[config.mk]
export PLATFORM = sky130hd
export DESIGN_NAME = whitening_lfsr_param
export DESIGN_NICKNAME = d
export VERILOG_FILES = /design/src/rtl/whitening_lfsr_param.sv
export SDC_FILE = /design/constraint.sdc
export NUM_CORES = 1
export LEC_CHECK = 0
export CAP_MARGIN = 0
export CORE_AREA = 2 2 39 41
export CTS_BUF_LIST = sky130_fd_sc_hd__clkbuf_16
export DETAILED_ROUTE_END_ITERATION = 10
export DIE_AREA = 0 0 41 43
export HOLD_SLACK_MARGIN = 0.05
export SLEW_MARGIN = 40
export SYNTH_ARGS = -nofsm -noshare
export SYNTH_HDL_FRONTEND = slang
export SYNTH_SLANG_ARGS = --single-unit
[constraint.sdc]
create_clock -name clock -period 1.7 [get_ports clock]
set_clock_uncertainty 0.1 [all_clocks]
set_input_delay 0.34 -clock clock [delete_from_list [all_inputs] [get_ports clock]]
set_output_delay 0.34 -clock clock [all_outputs]
set_load 0.02 [all_outputs]
[src/rtl/whitening_lfsr_param.sv]
// Parametrised LFSR whitener/de-whitener with a valid/ready stream and one-beat output register.
// Supports multiplicative scramble, multiplicative descramble and additive (frame-synchronous) modes.
module whitening_lfsr_param #(
   parameter int unsigned         LFSR_LEN = 7,
   parameter logic [LFSR_LEN-1:0] TAPS     = 7'b1001000,
   parameter logic [LFSR_LEN-1:0] SEED     = '0,
   parameter int unsigned         DATA_W   = 1,
   parameter int unsigned         MODE     = 0
) (
   input  logic              clock,
   input  logic              reset,
   input  logic              trigger,
   input  logic              in_valid,
   input  logic [DATA_W-1:0] in_data,
   input  logic              in_last,
   output logic              in_ready,
   output logic              out_valid,
   output logic [DATA_W-1:0] out_data,
   output logic              out_last,
   input  logic              out_ready
);

   logic [LFSR_LEN-1:0] state;
   logic [LFSR_LEN-1:0] chain;
   logic [DATA_W-1:0]   beat;
   logic                fb;
   logic                shift_in;
   logic                valid_q;
   logic                accept;

   if (TAPS == '0) begin : g_err_taps
      $error("whitening_lfsr_param: TAPS must select at least one state bit");
   end
   if (MODE > 2) begin : g_err_mode
      $error("whitening_lfsr_param: MODE must be 0, 1 or 2");
   end
   if (MODE == 2 && SEED == '0) begin : g_err_seed
      $error("whitening_lfsr_param: additive mode with zero SEED locks the LFSR");
   end
   if (LFSR_LEN < 2 || LFSR_LEN > 32) begin : g_err_len
      $error("whitening_lfsr_param: LFSR_LEN out of range 2..32");
   end
   if (DATA_W < 1 || DATA_W > 32) begin : g_err_dw
      $error("whitening_lfsr_param: DATA_W out of range 1..32");
   end

   assign in_ready  = trigger && (!valid_q || out_ready);
   assign accept    = in_valid && in_ready;
   // Gated so a beat left over from a dropped frame is never seen downstream.
   assign out_valid = valid_q && trigger;

   always_comb begin
      chain    = state;
      beat     = '0;
      fb       = 1'b0;
      shift_in = 1'b0;
      for (int unsigned i = 0; i < DATA_W; i++) begin
         fb      = ^(chain & TAPS);
         beat[i] = in_data[i] ^ fb;
         if (MODE == 1) begin
            shift_in = in_data[i];
         end else if (MODE == 2) begin
            shift_in = fb;
         end else begin
            shift_in = beat[i];
         end
         chain = {chain[LFSR_LEN-2:0], shift_in};
      end
   end

   always_ff @(posedge clock) begin
      if (!reset) begin
         state    <= SEED;
         valid_q  <= 1'b0;
         out_data <= '0;
         out_last <= 1'b0;
      end else if (!trigger) begin
         state   <= SEED;
         valid_q <= 1'b0;
      end else if (accept) begin
         state    <= chain;
         valid_q  <= 1'b1;
         out_data <= beat;
         out_last <= in_last;
      end else if (out_ready) begin
         valid_q <= 1'b0;
      end
   end

endmodule

==> impl_results.md, run 1 <==
* Final Non-Filler Cells at roughly 80
* Worst Path Required at between 1 and 1.5 ns
* Hold Startpoint: state[1]$_SDFFE_PN0P_
* CP delay by family, top: buffers and inverters
* R2R Path End: state[4]$_SDFFE_PN0P_
* TritonCTS Buffers at 3
* Synth Register Bits at 10
* Net Count, Synth at 56
* Share of layout cells above drive strength 1 at 0.145
* P&R area growth vs syn at 49.7%
* PortBufs at 10
* Worst reg2reg path startpoint: valid_q$_SDFFE_PN0P_
* CP max stage cell: clkdlybuf4s50_1
* CTS tree: done
* Worst hold endpoint: state[2]$_SDFFE_PN0P_
* Status: finished clean
* WP depth at 4
* Ports at 11
* Chip width at about 41 um
* Initial core utilization at 0.307
* Post-DP Area at 543 um2
* Top Usage Layer GRT: met2
* Pwr dens at ~1100 nW/um2
* M2 GR Usage at 0.194
* Synthesized area at 425 um2
* Cells after Synth at between 40 and 50
* Dpl hpwl at 641 um
* Vias per cell at a little over 5
* Vias in the first global route at between 300 and 400
* Sequential share of the synthesized area at 0.471
* Routed wire length at about 950 um
* DIE AREA at about 1800 um2
* Synth Warn # at 0
* Final Hold Viols at 0
* CP max FO at 2
* Total gr overflow at 0
* Drt first pass iters at 2
* Min cycle time layout at around 1.6 ns
* RePlAce Congestion at between 0.7 and 0.8
* GR Layer Usage met1 at 0.138
* Final #Nets at 70
* Core Box Area at 1380 um2
* Post-Route Utilization at 0.460
* Reg2Reg Setup Slack at 0.23 ns
* Crit Path Category: in2out
* Largest net degree at the start of global routing at 11
* Max-slew headroom at 0.569
* Total track usage at 0.139
* Initial antenna violation count at 0
* CTS root buf: clkbuf_16
* Lkg Pwr at 0.243 nW
* Clock Tree Buf Depth at 2
* Max cap viols at 0
* Setup bufs post-CTS at 0
* Crit-path max cell delay at 0.48 ns
* CP Cell Sequence: clkdlybuf4s50_1 > nand2b_4 > and2_4 > buf_6
* Syn_area_per_cell at about 8.7 um2
* Clk Latency, worst-skew pair at 0.23 ns
* Per-cell routed wire length at 12.2 um
* Worst-case reg-to-reg path depth at 3
* Unrepaired setup endpoints after global routing: false
* H-tree levels at 1
* WHS Path Cells at 2
* Final setup viols at 0
* Clock-pin slew on the worst setup and hold paths at 0.04 ns
* Final instance area at ~640 um2
* Via count at 400
* DRC at 0
* CP Buf/Inv Count at 2
* Worst-margin pin slew at approximately 0.64 ns
* Final worst path period share at 0.965
* Worst ir drop on vdd at roughly 940 uV
* Fmax at between 0.6 and 0.7 GHz
* Post-synth cell types at 16
* Antenna Nets Post-Route at 0
* CP endpoint kind: output pin
* GRT met3 Usage at 0.0942
* HP Class: reg2reg
* Die Ht at roughly 43 um
* DP Cell Count at 74
* First-pass GRT wire length at 1490 um
* FP Rows at 14
* Pins Over Slew Limit at 0
* Ant diodes at 0
* Final hold slack at between 0.3 and 0.4 ns
* Startpoint types: input pin
* Initial DRC count at 6
* CTS Sinks at 10
* Critical Path AT at 1.20 ns
* Critical Path Source: out_ready
[cell type report]
type | count | area (um2)
clock buffers | 3 | 75.1
clock inverters | 1 | 3.75
fillers | 141 | 747
multi-input cells | 36 | 218
flip-flops and latches | 10 | 200
well taps | 16 | 20.0
repair buffers | 12 | 120
[repair_timing]
action	in CTS	in global routing
resized for setup	7	5
hold buffers	0	0
pin swaps	0	0
setup endpoints to repair	2	2
[sequential cells by signal, summed over array words and instances (netlist names)]
name and flops:
state 7, out_last 1, out_data 1, valid_q 1
[Yosys cell counts, drive strengths merged]
cell type  count  area (um2)
o21ai          7        35.0
nand2          4        15.0
dfxtp         10         200
nor2b          1        6.26
o211ai         1        7.51
a21oi          6        30.0
nand2b         1        6.26
buf            3        17.5
nor2           2        7.51
and2           3        18.8
a21boi         1        7.51
nand3          7        35.0
o2111ai        1        8.76
nand4          1        6.26
xor3           1        23.8
[logic make-up after synthesis]
| logic type | after synthesis | share of synthesized area |
|---|---|---|
| xor gates and xnor gates | 1 | 0.0559 |
| and+or+nand+nor | 19 | 0.224 |
| DFF | 10 | 0.471 |
| AOI/OAI and AO/OA | 16 | 0.209 |
| buffers and inverters | 3 | 0.0412 |
[layout by cell type, fill, tap and decap left out, types with 2 or more instances in the layout]
cell,instances
nor2_1,2
buf_4,2
a21oi_1,6
dfxtp_1,10
nand2_1,4
clkdlybuf4s50_1,7
o21ai_0,7
clkbuf_16,3
nand3_1,7
and2_1,2
[worst min-delay path: stages, from the launching register on]
cell and delay (ns):
dfxtp_1 0.30, nand3_1 0.06, a21oi_1 0.05
[metal layers]
metal | vias to the layer above | share of wire
li1 | 200 | -
met1 | 191 | 0.44
met2 | 7 | 0.49
met3 | 2 | 0.043
met4 | 0 | 0.023
met5 | - | 0
[power by group]
group | leakage (nW) | internal (mW) | switching [mW]
clock | 0.0385 | 0.308 | 0.103
combinational | 0.124 | 0.0305 | 0.0280
sequential | 0.0810 | 0.240 | 0.00273
total | 0.243 | 0.578 | 0.134
[stage by stage]
step | worst slack, ns | TNS (ns) | total power, mW
after floorplan | 0.435 | 0 | 0.271
after global placement | -0.412 | -1.28 | 0.302
after detailed placement | -0.417 | -1.39 | 0.302
after CTS | 0.0105 | 0 | 0.720
after global routing | 0.0206 | 0 | 0.743
final | 0.0595 | 0 | 0.712
[how the worst max path moves through the flow]
stage                            to  slack [ns]
after floorplan            in_ready        0.43
after global placement     in_ready       -0.41
after detailed placement   in_ready       -0.42
after CTS                 out_valid        0.01
after global routing       in_ready        0.02
final                      in_ready        0.06
Note: power is estimated with default switching activity, not from simulation.
==> run 2: changes to the inputs <==
--- a/config.mk
+++ b/config.mk
@@ -13,3 +13,3 @@
 export HOLD_SLACK_MARGIN = 0.05
-export SLEW_MARGIN = 40
+export SLEW_MARGIN = 15
 export SYNTH_ARGS = -nofsm -noshare
--- a/constraint.sdc
+++ b/constraint.sdc
@@ -4,2 +4,2 @@
 set_output_delay 0.34 -clock clock [all_outputs]
-set_load 0.02 [all_outputs]
+set_load 0.1 [all_outputs]
==> impl_results.md, run 2 (synthesized netlist as in run 1, its figures left out) <==
* Initial core utilization at 0.307
* Max reg flops at 7
* Final #Nets at 70
* Ports at 11
* Worst-margin pin slew at 0.600 ns
* Worst ir drop on vdd at 577 uV
* TritonCTS Buffers at 3
* Ant diodes at 0
* Final worst path period share at 0.849
* CTS Sinks at 10
* PortBufs at 10
* Clock Tree Buf Depth at 2
* Total track usage at 0.139
* Largest Register: state
* Drt first pass iters at 4
* Share of layout cells above drive strength 1 at 0.197
* DIE AREA at approximately 1800 um2
* Final setup viols at 0
* CP delay by family, top: flip-flops
* Fmax at 0.693 GHz
* Per-cell routed wire length at around 12 um
* Total gr overflow at 0
* Total power at roughly 0.74 mW
* Chip width at ~40 um
* Unrepaired setup endpoints after global routing: false
* First-pass GRT wire length at around 1500 um
* Setup WS post-layout at between 0.2 and 0.3 ns
* CP max FO at 3
* Lkg Pwr at between 0.2 and 0.3 nW
* Max cap viols at 0
* CTS tree: done
* H-tree levels at 1
* Final instance area at 676 um2
* RePlAce Congestion at 0.654
* Critical Path AT at 1.00 ns
* Vias per cell at between 4 and 5
* CP endpoint kind: output pin
* Die Ht at about 43 um
* Final hold slack at roughly 0.36 ns
* Status: finished clean
* Post-Place Setup Slack at -0.0886 ns
* Initial antenna violation count at 0
* Final Hold Viols at 0
* CP Cell Sequence: nand2b_4 > and2_4 > buf_12
* Worst Path Required at around 1.3 ns
* Commonest non-fill, non-tap cells in the layout: 10 x dfxtp_1, 7 x nand3_1, 7 x o21ai_0
* Crit-path max cell delay at approximately 0.4 ns
* Initial DRC count at 13
* Largest net degree at the start of global routing at 11
* # fillers at between 100 and 150
* Clk Latency, worst-skew pair at roughly 0.24 ns
* Final Non-Filler Cells at 77
* Dpl hpwl at about 700 um
* HP Class: reg2reg
* Post-Route Utilization at 0.488
* Startpoint types: flop
* Core Box Area at between 1000 and 1500 um2
* P&R area growth vs syn at 58.8%
* Antenna Nets Post-Route at 0
* Vias in the first global route at 374
* Final TNS setup at 0 ns
* Commonest non-fill, non-tap cell in the layout: dfxtp_1
* Pins Over Slew Limit at 0
* CP Buf/Inv Count at 1
* Crit Path Category: reg2out
* Via count at 380
* Clock-pin slew on the worst setup and hold paths at approximately 0.04 ns
* Pwr dens at about 1100 nW/um2
* DP Cell Count at 74
* DRC at 0
* FP Rows at 14
* Post-DP Area at between 500 and 600 um2
* CTS root buf: clkbuf_16
* Routed wire length at about 960 um
* Max-slew headroom at 0.599
* CP max stage cell: dfxtp_1
* Min cycle time layout at 1.44 ns
## run 2: area by class of cell
| class | instances | area [um2] | area share |
|---|---|---|---|
| tap | 16 | 20.0 | 0.0296 |
| clock buffer | 3 | 75.1 | 0.111 |
| multi-input combinational | 36 | 220 | 0.326 |
| timing repair buffer | 12 | 160 | 0.237 |
| sequential | 10 | 200 | 0.296 |
## run 2: repair_timing
action	in CTS	in global routing
pin swaps	0	0
buffers inserted	0	0
hold buffers	0	0
gates resized for setup	3	2
setup endpoints to repair	2	3
## run 2: path summary, 6_finish.rpt
path | endpoint | start | slack (ns) | depth (start not counted)
hold reg to reg | state[2]$_SDFFE_PN0P_ | state[1]$_SDFFE_PN0P_ | 0.36 | 2
hold / removal | state[2]$_SDFFE_PN0P_ | state[1]$_SDFFE_PN0P_ | 0.36 | 2
setup / recovery | in_ready | valid_q$_SDFFE_PN0P_ | 0.26 | 3
setup reg to reg | state[3]$_SDFFE_PN0P_ | valid_q$_SDFFE_PN0P_ | 0.26 | 3
## run 2: power breakdown
group          internal, mW  leakage, nW  switching [mW]  total [mW]
logic                0.0400        0.152          0.0552      0.0952
clock network         0.304       0.0370           0.101       0.405
registers             0.240       0.0810         0.00424       0.244
total                 0.584        0.270           0.161       0.745
## run 2: routing by layer
layer,GRT usage,share of wire,up-vias
met1,0.148,0.43,167
li1,-,-,198
met3,0.0314,0.041,6
met2,0.194,0.48,9
met5,0,0,-
met4,0.160,0.050,0
## run 2: worst reg2reg max path, delay by kind of cell (launching register included)
kind               cells  cell delay, ns
AOI/OAI and AO/OA      2            0.35
DFF                    1            0.39
and+or+nand+nor        1            0.53
==> run 3: changes to the inputs <==
- clock period: 1.7 -> 1.5 ns (I/O delays scaled with it)
==> impl_results.md, run 3 (synthesized netlist as in run 1, its figures left out) <==
* DIE AREA at 1760 um2
* Clock-pin slew on the worst setup and hold paths at approximately 0.04 ns
* Max-slew headroom at 0.751
* Lkg Pwr at between 0.2 and 0.3 nW
* Final Hold Viols at 0
* Routed wire length at approximately 930 um
* Worst Path Required at ~1.1 ns
* PortBufs at 10
* Clock Tree Buf Depth at 2
* Final setup viols at 0
* Pwr dens at 1260 nW/um2
* Startpoint types: input pin
* Final hold slack at 0.359 ns
* Vias per cell at 5.10
* CTS tree: done
* FF/Latch Area at 200 um2
* Largest Register: state
* Hold buffers post-CTS at 0
* Core Box Area at about 1400 um2
* Antenna Nets Post-Route at 0
* Commonest non-fill, non-tap cell in the layout: dfxtp_1
* Initial core utilization at 0.307
* Per-cell routed wire length at 11.9 um
* # fillers at 150
* Pins Over Slew Limit at 0
* Initial antenna violation count at 0
* Critical Path AT at between 1 and 1.5 ns
* Fmax at 0.708 GHz
* Post-Route Utilization at 0.487
* Post-Place Setup Slack at -0.234 ns
* Ports at 11
* Min cycle time layout at between 1 and 1.5 ns
* First-pass GRT wire length at ~1600 um
* CTS root buf: clkbuf_16
* Dpl hpwl at about 670 um
* Final #Nets at 70
* Via count at between 300 and 400
* Share of layout cells above drive strength 1 at 0.210
* Setup WS post-layout at between 0.08 and 0.09 ns
* Final instance area at 674 um2
* Vias in the first global route at approximately 380
* Final worst path period share at 0.941
* Worst ir drop on vdd at 549 uV
* CP max FO at 2
* Clk Latency, worst-skew pair at 0.23 ns
* Initial DRC count at 9
* HP Class: reg2reg
* TritonCTS Buffers at 3
* Setup bufs post-CTS at 0
* Unrepaired setup endpoints after global routing: false
* Final Non-Filler Cells at 78
* Ant diodes at 0
* Multi-input combinational cell area at around 220 um2
* Worst-margin pin slew at between 0.3 and 0.4 ns
* Commonest non-fill, non-tap cells in the layout: 10 x dfxtp_1, 7 x nand3_1, 7 x o21ai_0
* RePlAce Congestion at 0.696
* Status: finished clean
* Total gr overflow at 0
* H-tree levels at 1
* DP Cell Count at between 70 and 80
* Crit Path Category: in2out
* Chip width at ~41 um
* Die Ht at about 43 um
* DRC at 0
* CP endpoint kind: output pin
* Max reg flops at 7
* Largest net degree at the start of global routing at 11
* Drt first pass iters at 4
* Post-DP Area at between 500 and 600 um2
* Total track usage at 0.136
* CTS Sinks at 10
* P&R area growth vs syn at 58.5%
* FP Rows at 14
* Max cap viols at 0
## run 3: final cells by class
type	instances	share of cell area
clock inverter	1	0.00557
clock buffer	3	0.111
multi-input combinational	36	0.330
timing repair buffer	12	0.226
tap	16	0.0297
sequential	10	0.297
## run 3: path summary, 6_finish.rpt
kind,slack (ns),startpoint,endpoint,cells past startpoint
worst max-delay path,0.09,out_ready,in_ready,4
worst min-delay path,0.36,state[2]$_SDFFE_PN0P_,state[3]$_SDFFE_PN0P_,2
worst max register to register,0.22,valid_q$_SDFFE_PN0P_,state[1]$_SDFFE_PN0P_,3
worst min register to register,0.36,state[2]$_SDFFE_PN0P_,state[3]$_SDFFE_PN0P_,2
## run 3: stage by stage
stage	power, mW	setup TNS [ns]
final	0.849	0
after global routing	0.885	0
after CTS	0.860	0
after detailed placement	0.386	-2.12
after global placement	0.386	-1.97
after floorplan	0.338	0
## run 3: repair_timing
action | in CTS | in global routing
setup endpoints to repair | 3 | 5
pin swaps | 0 | 0
resized for setup | 5 | 1
## run 3: power by group
group / internal (mW) / leakage (nW) / switching (mW) / total (mW)
Combinational: 0.0445 / 0.137 / 0.0631 / 0.108
Clock: 0.349 / 0.0385 / 0.116 / 0.465
Sequential: 0.272 / 0.0810 / 0.00446 / 0.276
## run 3: layer usage
metal  share of wire  GRT usage  routed length [um]  vias to the layer above
met3           0.027     0.0471                  25                        2
met5               0          0                   0                        -
met2            0.47      0.178                 439                        6
met4           0.015     0.0800                  14                        0
met1            0.49      0.186                 453                      187
li1                -          -                   -                      203
## run 3: worst max-delay path: stages
cell	delay [ns]
dlygate4sd2_1	0.25
nand2b_4	0.14
and2_4	0.16
buf_12	0.16
